<file path="src/rtl/game_time_display_pkg.sv">
// -----------------------------------------------------------------------------
// game_disp_pkg
// Shared definitions for the game-time display reader:
//   - default count width and digit count
//   - conversion FSM state encoding
//   - active-low 7-segment patterns, bit order {g,f,e,d,c,b,a}
// -----------------------------------------------------------------------------
package game_disp_pkg;

   localparam int DEF_WIDTH  = 10;
   localparam int DEF_DIGITS = 4;

   typedef enum logic [1:0] {
      ST_IDLE  = 2'd0,
      ST_SHIFT = 2'd1,
      ST_DONE  = 2'd2
   } state_t;

   localparam logic [6:0] SEG_BLANK = 7'b1111111;

   localparam logic [6:0] SEG_CODES [0:9] = '{
      7'b1000000,   // 0
      7'b1111001,   // 1
      7'b0100100,   // 2
      7'b0110000,   // 3
      7'b0011001,   // 4
      7'b0010010,   // 5
      7'b0000010,   // 6
      7'b1111000,   // 7
      7'b0000000,   // 8
      7'b0010000    // 9
   };

endpackage

</file>
<file path="src/rtl/game_time_display_seg7.sv">
// -----------------------------------------------------------------------------
// seg7_decode
// Combinational BCD digit to active-low 7-segment pattern.
// Ports:
//   bcd   in   4  BCD digit (values above 9 show blank)
//   blank in   1  force the digit dark
//   seg   out  7  active-low segments {g,f,e,d,c,b,a}
// -----------------------------------------------------------------------------
module seg7_decode
   import game_disp_pkg::*;
(
   input  logic [3:0] bcd,
   input  logic       blank,
   output logic [6:0] seg
);

   // NOTE: default assignment first so every path drives seg; no latch.
   always_comb begin
      seg = SEG_BLANK;
      if (!blank && (bcd <= 4'd9))
         seg = SEG_CODES[bcd];
   end

endmodule

</file>
<file path="src/rtl/game_time_display.sv">
// -----------------------------------------------------------------------------
// game_time_display
// Watches the free-running game-time count, and whenever it changes converts
// a snapshot to BCD with a bit-serial double-dabble (one bit per clock), then
// latches the BCD digits and their 7-segment patterns together.
// Ports:
//   CLOCK10M     in   1          system clock, rising edge
//   KEY0         in   1          synchronous active-high reset
//   count_in     in   WIDTH      binary game-time count
//   blank_zeros  in   1          suppress leading zero digits
//   bcd_out      out  4*DIGITS   latched BCD, digit 0 = units in [3:0]
//   hex_out      out  7*DIGITS   latched active-low segments, digit i in [7i+6:7i]
//   busy         out  1          conversion in progress
//   update       out  1          one-cycle pulse when bcd_out/hex_out change
// -----------------------------------------------------------------------------
module game_time_display
   import game_disp_pkg::*;
#(
   parameter int WIDTH  = DEF_WIDTH,
   parameter int DIGITS = DEF_DIGITS
) (
   input  logic                  CLOCK10M,
   input  logic                  KEY0,
   input  logic [WIDTH-1:0]      count_in,
   input  logic                  blank_zeros,
   output logic [4*DIGITS-1:0]   bcd_out,
   output logic [7*DIGITS-1:0]   hex_out,
   output logic                  busy,
   output logic                  update
);

   localparam int BCD_W  = 4*DIGITS;
   localparam int SR_W   = BCD_W + WIDTH;
   localparam int ITER_W = $clog2(WIDTH+1);

   state_t              state, state_nxt;
   logic [SR_W-1:0]     sreg;        // {BCD field, binary field}
   logic [SR_W-1:0]     sreg_step;
   logic [ITER_W-1:0]   iter;
   logic [WIDTH-1:0]    snap;
   logic [WIDTH-1:0]    last_value;
   logic                init_pending;
   logic                start;
   logic [DIGITS-1:0]   digit_blank;
   logic [7*DIGITS-1:0] hex_next;

   // init_pending forces one conversion after reset even if the count equals
   // the reset value of last_value.
   assign start = (count_in != last_value) || init_pending;

   // ---------------------------------------------------------------- FSM
   // NOTE: sequential state uses non-blocking assignments only.
   always_ff @(posedge CLOCK10M) begin
      if (KEY0) state <= ST_IDLE;
      else      state <= state_nxt;
   end

   always_comb begin
      state_nxt = state;
      case (state)
         ST_IDLE:  if (start) state_nxt = ST_SHIFT;
         ST_SHIFT: if (iter == ITER_W'(WIDTH-1)) state_nxt = ST_DONE;
         ST_DONE:  state_nxt = ST_IDLE;
         default:  state_nxt = ST_IDLE;
      endcase
   end

   assign busy = (state != ST_IDLE);

   // ---------------------------------------------------- double-dabble step
   // Adjust every BCD nibble >= 5 by +3, then shift the whole register left.
   always_comb begin
      logic [SR_W-1:0] adj;
      adj = sreg;
      for (int d = 0; d < DIGITS; d++) begin
         if (sreg[WIDTH+4*d +: 4] >= 4'd5)
            adj[WIDTH+4*d +: 4] = sreg[WIDTH+4*d +: 4] + 4'd3;
      end
      sreg_step = {adj[SR_W-2:0], 1'b0};
   end

   // ------------------------------------------------ leading-zero blanking
   // Walk from the top digit down; a digit is dark while no non-zero digit
   // has been seen at or above it. Digit 0 always shows.
   always_comb begin
      logic seen;
      seen        = 1'b0;
      digit_blank = '0;
      for (int d = DIGITS-1; d > 0; d--) begin
         if (sreg[WIDTH+4*d +: 4] != 4'd0) seen = 1'b1;
         digit_blank[d] = blank_zeros && !seen;
      end
   end

   for (genvar d = 0; d < DIGITS; d++) begin : g_dec
      seg7_decode u_dec (
         .bcd   (sreg[WIDTH+4*d +: 4]),
         .blank (digit_blank[d]),
         .seg   (hex_next[7*d +: 7])
      );
   end

   // ------------------------------------------------------------ datapath
   always_ff @(posedge CLOCK10M) begin
      if (KEY0) begin
         bcd_out      <= '0;
         hex_out      <= {DIGITS{SEG_CODES[0]}};
         update       <= 1'b0;
         init_pending <= 1'b1;
         sreg         <= '0;
         iter         <= '0;
         snap         <= '0;
         last_value   <= '0;
      end else begin
         update <= 1'b0;
         case (state)
            ST_IDLE: begin
               if (start) begin
                  snap         <= count_in;
                  sreg         <= {{BCD_W{1'b0}}, count_in};
                  iter         <= '0;
                  init_pending <= 1'b0;
               end
            end
            ST_SHIFT: begin
               sreg <= sreg_step;
               iter <= iter + ITER_W'(1);
            end
            ST_DONE: begin
               bcd_out    <= sreg[SR_W-1 -: BCD_W];
               hex_out    <= hex_next;
               last_value <= snap;
               update     <= 1'b1;
            end
            default: ;
         endcase
      end
   end

endmodule

</file>
<file path="config.mk">
export PLATFORM = sky130hd
export DESIGN_NAME = game_time_display
export DESIGN_NICKNAME = d
export VERILOG_FILES = /design/src/rtl/game_time_display_pkg.sv /design/src/rtl/game_time_display_seg7.sv /design/src/rtl/game_time_display.sv
export SDC_FILE = /design/constraint.sdc
export NUM_CORES = 1
export LEC_CHECK = 0
export BUFFER_PORTS_ARGS = -buffer_cell sky130_fd_sc_hd__clkbuf_2
export CAP_MARGIN = 40
export CORE_ASPECT_RATIO = 0.5
export CORE_MARGIN = 1.5
export CORE_UTILIZATION = 55
export CTS_CLUSTER_SIZE = 14
export DETAILED_ROUTE_END_ITERATION = 12
export GPL_TIMING_DRIVEN = 0
export HOLD_SLACK_MARGIN = 0.15
export PLACE_DENSITY_LB_ADDON = 0.08
export SETUP_SLACK_MARGIN = 0.4
export SYNTH_ARGS = -nofsm -noshare
export SYNTH_HDL_FRONTEND = slang
export SYNTH_SLANG_ARGS = --single-unit
export TNS_END_PERCENT = 10
</file>
<file path="constraint.sdc">
create_clock -name CLOCK10M -period 1.87 [get_ports CLOCK10M]
set_input_delay 0.0935 -clock CLOCK10M [delete_from_list [all_inputs] [get_ports CLOCK10M]]
set_output_delay 0.0935 -clock CLOCK10M [all_outputs]
set_load 0.05 [all_outputs]
</file>
After elaboration in Yosys (flattened, before gate mapping)
Memories as Yosys holds them, arrays and structs flattened.
Index checks and enable logic that the tools add are counted.
- add/subtract/negate cells: 5
- order comparisons: 12
- bitwise logic cells: 4
- equal/unequal tests: 6
- reductions and logical operators: 22
- muxes and demuxes: 27
- operator list (kind ; count):
    7-bit two-way mux ; 12
    26-bit case mux with 2 select lines ; 1
    26-bit two-way mux ; 1
    5-bit greater-or-equal comparator (second input constant) ; 4
    4-bit inverter with 5-bit output ; 4
    4-bit by 3-bit greater-or-equal comparator with 1-bit output (second input constant) ; 4
    4-bit less-or-equal comparator (second input constant) ; 4
    4-bit two-way mux ; 4
    4-bit by 2-bit adder with 4-bit output (second input constant) ; 3
    4-bit nonzero test ; 3
    10-bit != test ; 1
    4-bit case mux with 2 select lines ; 1
    1-bit logical AND ; 6
    1-bit logical NOT ; 6
    2-bit AND reduction ; 3
    4-bit by 1-bit adder with 4-bit output (second input constant) ; 1
    4-bit equality test (second input constant) ; 1
    1-bit two-way mux ; 4
    2-bit two-way mux ; 2
    2-bit != test (second input constant) ; 2
    2-bit case mux with 2 select lines ; 1
    2-bit nonzero test ; 2
    3-bit by 2-bit adder with 3-bit output (second input constant) ; 1
    3-bit two-way mux ; 1
    other kinds (4) ; 4
- bits in read-only memories: 448
- bits in registers: 98
- output and inout bits: 46
- word-level logic and storage cells: 89
- input port bits: 13
- memories: 4
- memory list (memory ; depth ; bits a word ; read ports ; clocked after Yosys merged registers in ; write ports ; line ; text):
    (name not given) ; 16 ; 7 ; 1 ; 0 ; 0 ; game_time_display_seg7.sv:21 ; seg = SEG_CODES[bcd];
    (name not given) ; 16 ; 7 ; 1 ; 0 ; 0 ; game_time_display_seg7.sv:21 ;
    (name not given) ; 16 ; 7 ; 1 ; 0 ; 0 ; game_time_display_seg7.sv:21 ;
    (name not given) ; 16 ; 7 ; 1 ; 0 ; 0 ; game_time_display_seg7.sv:21 ;

Logic depth before layout (Yosys ltp)
- depth in word-level cells: 9
- mapped depth: 6

Modules after synthesis
From an unflattened synthesis, not the netlist that was laid out.
- cell total of the unflattened synthesis: 663
- area total of the unflattened synthesis: 5317.6 um^2
- by module, submodules not included (module ; seq. area each (um^2) ; times used ; area an instance (um^2) ; cells each):
    game_time_display ; 1961.9 ; 1 ; 4476.8 ; 547
    seg7_decode ; 0.0 ; 4 ; 210.2 ; 29

Least setup slack after synthesis
No wires, ideal clock.
- path type: reg-to-reg
- start point: register state[1]
- end point: register snap[1]
- setup slack: 0.095 ns
- arrival time: 1.710 ns
- clock period less this slack: 1.775 ns
- cell stages (with the launch flop): 7
- required time: 1.806 ns
- buffers on the path: 3
- library setup time: 0.064 ns
- cells stage by stage: dfxtp_1 -> buf_2 -> or2_1 -> buf_2 -> clkbuf_1 -> a22oi_1 -> nand3_1
- cells in the longest elaborated chain, start to end: 2
- RTL lines (item ; line ; text):
    from (decl) ; game_time_display.sv:36 ; state_t state, state_nxt;
    from (signal assigned) ; game_time_display.sv:55 ; else state <= state_nxt;
    2-bit logical NOT ; game_time_display.sv:116 ; case (state)
    2-bit AND reduction (no source line) ; - ;
    to (signal assigned) ; game_time_display.sv:119 ; snap <= count_in;
    to (decl) ; game_time_display.sv:40 ; logic [WIDTH-1:0] snap;
Every way passes these cells.
A chain may end at the register's enable or synchronous reset.

Worst setup path in the final report
- start point: register last_value[9]
- end point: register sreg[5]
- cells in the longest elaborated chain, start to end: 4
- RTL lines (item ; line ; text):
    from (decl) ; game_time_display.sv:41 ; logic [WIDTH-1:0] last_value;
    from (signal assigned) ; game_time_display.sv:132 ; last_value <= snap;
    10-bit != test ; game_time_display.sv:49 ; assign start = (count_in != last_value) || init_pending;
    1-bit logical OR ; game_time_display.sv:49 ;
    2-bit != test (no source line) ; - ;
    2-bit AND reduction (no source line) ; - ;
    to (signal assigned) ; game_time_display.sv:120 ; sreg <= {{BCD_W{1'b0}}, count_in};
    to (signal assigned) ; game_time_display.sv:126 ; sreg <= sreg_step;
    to (decl) ; game_time_display.sv:37 ; logic [SR_W-1:0] sreg;
Every way passes these cells.

==> flow_summary_export.csv <==
group,metric,value,unit
status,status,"finished, final reports clean",
sta,setup_viol,0,
sta,fmax,593,MHz
sta,worst_pin_slew,0.762,ns
setup_path,worstPathMaxFanout,10,
floorplanning,io_pins,59,
grt,use_met2,0.482,
cts,root_buffer,"clkbuf_16",
yosys,syn_area,0.00499,mm2
yosys,synthesis.instances,614,
grt,busiest_layer,"met2",
drt,drtPass1Iterations,5,
cts,worstSkewPairLatency,0.35,ns
sta,rsz0062_at_grt,"true",
cells_and_area,diodes,0,
sta,finalCritPeriodShare,0.902,
job,maxCapViolCount,0,
setup_path,path_cells,"xor2_1, or4_4, nor3_4, buf_6, o311a_1",
drt,drt-vias-per-instance,5.99,
yosys,synth_edf_count,0,
drt,routed_wl,14500,um
cells_and_area,synthToLayoutAreaGrowth,26.8,%
setup_path,crit_type,"reg -> reg",
yosys,async_reset_ff_frac,0,
cells_and_area,fillers,713,
setup_path,slowest_delay,0.61,ns
drt,ant_nets,0,
drt,post_drt_wl_per_cell,17.4,um
setup_path,crit_path_start_kind,"flop",
cts,htreeDepth,3,
drt,vias,4980,
floorplanning,core_area,0.00877,mm2
grt,grt_overflow,0,
floorplanning,die_area,0.00970,mm2
sta,slew_headroom,0.492,
yosys,synth_area_per_cell,8.13,um2
place,place.gp.congestion,0.922,
place,dp_hpwl,9340,um
sta,drv_slew,0,
drt,drc_errors,0,
yosys,synth_cell_types,56,
pwr,peakVddDrop,493,uV
floorplanning,initial_core_util,0.570,
drt,drtIter0Drc,349,
pwr,power.density,677,mW/mm2
cts,cts_tree,"done",
sta,skew,0.00330,ns
floorplanning,die_w,138,um
setup_path,required,2.16,ns
setup_path,worstPathArrival,1.97,ns
place,portBuffers,58,
yosys,yosysSeqAreaShare,0.393,
grt,met3_usage,0.0704,
floorplanning,dieHeight,70.4,um
yosys,ys.flop_type,"dfxtp_1",
setup_path,critPathCaptureType,"flop",
sta,timing.final.crit_period,1.69,ns
worst_hold_path,hp-class,"in -> reg",
cts,clk_pin_slew,0.06,ns
yosys,ys_warn_count,0,
cts,cts_sinks,98,
grt,grt_pass1_wl,22900,um
cts,clock_path_buffers,2,
grt,use_met1,0.414,
sta,hold_viol_final,0,
grt,track_usage,0.305,
grt,grt_max_degree,15,
setup_path,slowest_stage,"or4_4",
grt,first_global_vias,4652,
cells_and_area,nNetsFinal,745,
floorplanning,rows,24,
cells_and_area,fin_util,0.722,
cells_and_area,layout-drive-gt1-share,0.249,
yosys,synth.ff_latch_count,98,
cts,cts_buffers,9,
yosys,syn-num-nets,649,
pwr,power_leakage,2.45,nW
pwr,p_total,4.29,mW
grt,antenna_found_initial,0,
-- critical path: cells and delay by family (launching register included) --
family,cells,cell delay (ns)
buffers and inverters,1,0.18
AOI/OAI and AO/OA,1,0.16
DFF,1,0.33
and+or+nand+nor,2,0.79
xor gates and xnor gates,1,0.17
-- synth_stat cells (2+ instances only) --
master,count,area share
a211oi_1,7,0.011
a21oi_1,63,0.063
a22oi_1,12,0.018
a31oi_1,9,0.011
a32oi_1,2,0.0035
buf_1,8,0.0060
buf_2,4,0.0040
clkbuf_1,38,0.029
dfxtp_1,98,0.39
ha_1,22,0.055
inv_1,16,0.012
mux2_2,3,0.0068
mux2i_1,2,0.0040
nand2_1,75,0.056
nand2b_1,13,0.016
nand3_1,14,0.014
nand3b_1,2,0.0030
nand4_1,22,0.028
nor2_1,41,0.031
nor2b_1,19,0.024
nor3_1,5,0.0050
nor3b_1,18,0.027
o21a_1,2,0.0030
o21ai_0,37,0.037
o21ai_1,2,0.0020
o21bai_1,3,0.0045
o22ai_1,10,0.013
o2bb2ai_1,12,0.021
o311a_1,10,0.020
o31ai_1,2,0.0030
xnor2_1,16,0.028
xor2_1,3,0.0053
-- cell families after synthesis --
group | synth area share
buffers and inverters | 0.0529
and+or+nand+nor | 0.224
AOI/OAI and AO/OA | 0.231
adders and majority gates | 0.0551
DFF | 0.393
xor gates and xnor gates | 0.0333
muxes | 0.0108
-- through the flow --
step	cell area (um2)	hold slack (ns)	setup WS [ns]	setup TNS, ns	cells
after floorplan	5070	0.263	0.336	0	614
after global placement	5510	0.414	-0.0828	-0.954	789
after detailed placement	5510	0.414	-0.136	-2.20	789
after CTS	6160	0.180	0.231	0	827
after global routing	6330	0.218	0.140	0	832
final	6330	0.197	0.183	0	832
-- flip-flops by register name, summed over array words and instances (netlist names) --
signal / cells
last_value: 10
snap: 10
bcd_out: 16
state: 2
iter: 4
init_pending: 1
sreg: 26
update: 1
hex_out: 28
-- power by group --
| group | switching (mW) | internal [mW] | total [mW] |
|---|---|---|---|
| clock network | 0.779 | 1.01 | 1.79 |
| registers | 0.0283 | 2.12 | 2.15 |
| logic | 0.203 | 0.146 | 0.349 |
-- path summary, 6_finish.rpt --
path	slack, ns	from	cells after the start	to
hold reg to reg	0.45	snap[3]	2	last_value[3]
setup / recovery	0.18	last_value[9]	5	sreg[5]
hold / removal	0.20	count_in[9]	4	snap[9]
setup reg to reg	0.18	last_value[9]	5	sreg[5]
-- timing repair --
item                                   4_1_cts  5_1_grt
gates cloned                                 1        0
hold buffers                                 9        0
pin swaps                                    4        7
setup endpoints to repair                   99       98
resized for setup                           65       34
endpoints found under the hold margin        9        0
buffers inserted                            12        5
-- layout by cell type, fill, tap and decap left out, drive strengths merged, types with 6 or more instances in the layout --
master and count:
clkbuf 108, dfxtp 98, nand2 75, a21oi 63, nor2 41, o21ai 39, buf 33, nand4 22
ha 22, nor2b 19, nor3b 18, xnor2 16, inv 15, nand3 14, nand2b 13, o2bb2ai 12
a22oi 12, o22ai 10, o311a 10, a31oi 9, dlygate4sd3 9, a211oi 7, nor3 6
-- layer usage --
layer  wire length [um]  share of wire  up-vias
met5                  0              0        -
met4                218          0.015        0
met3               1100          0.076       23
met2               6680           0.46      188
met1               6500           0.45     2377
li1                   -              -     2392
-- layout make-up --
cell class	instances	area [um2]	area share
plain buffers	51	294	0.0464
clock buffers	14	274	0.0433
clock inverters	2	10.0	0.00158
inverters	16	66.3	0.0105
multi-input cells	449	3000	0.475
flip-flops and latches	98	1990	0.314
well taps	117	146	0.0231
repair buffers	85	547	0.0864
Power figures use the tool's default switching activity.
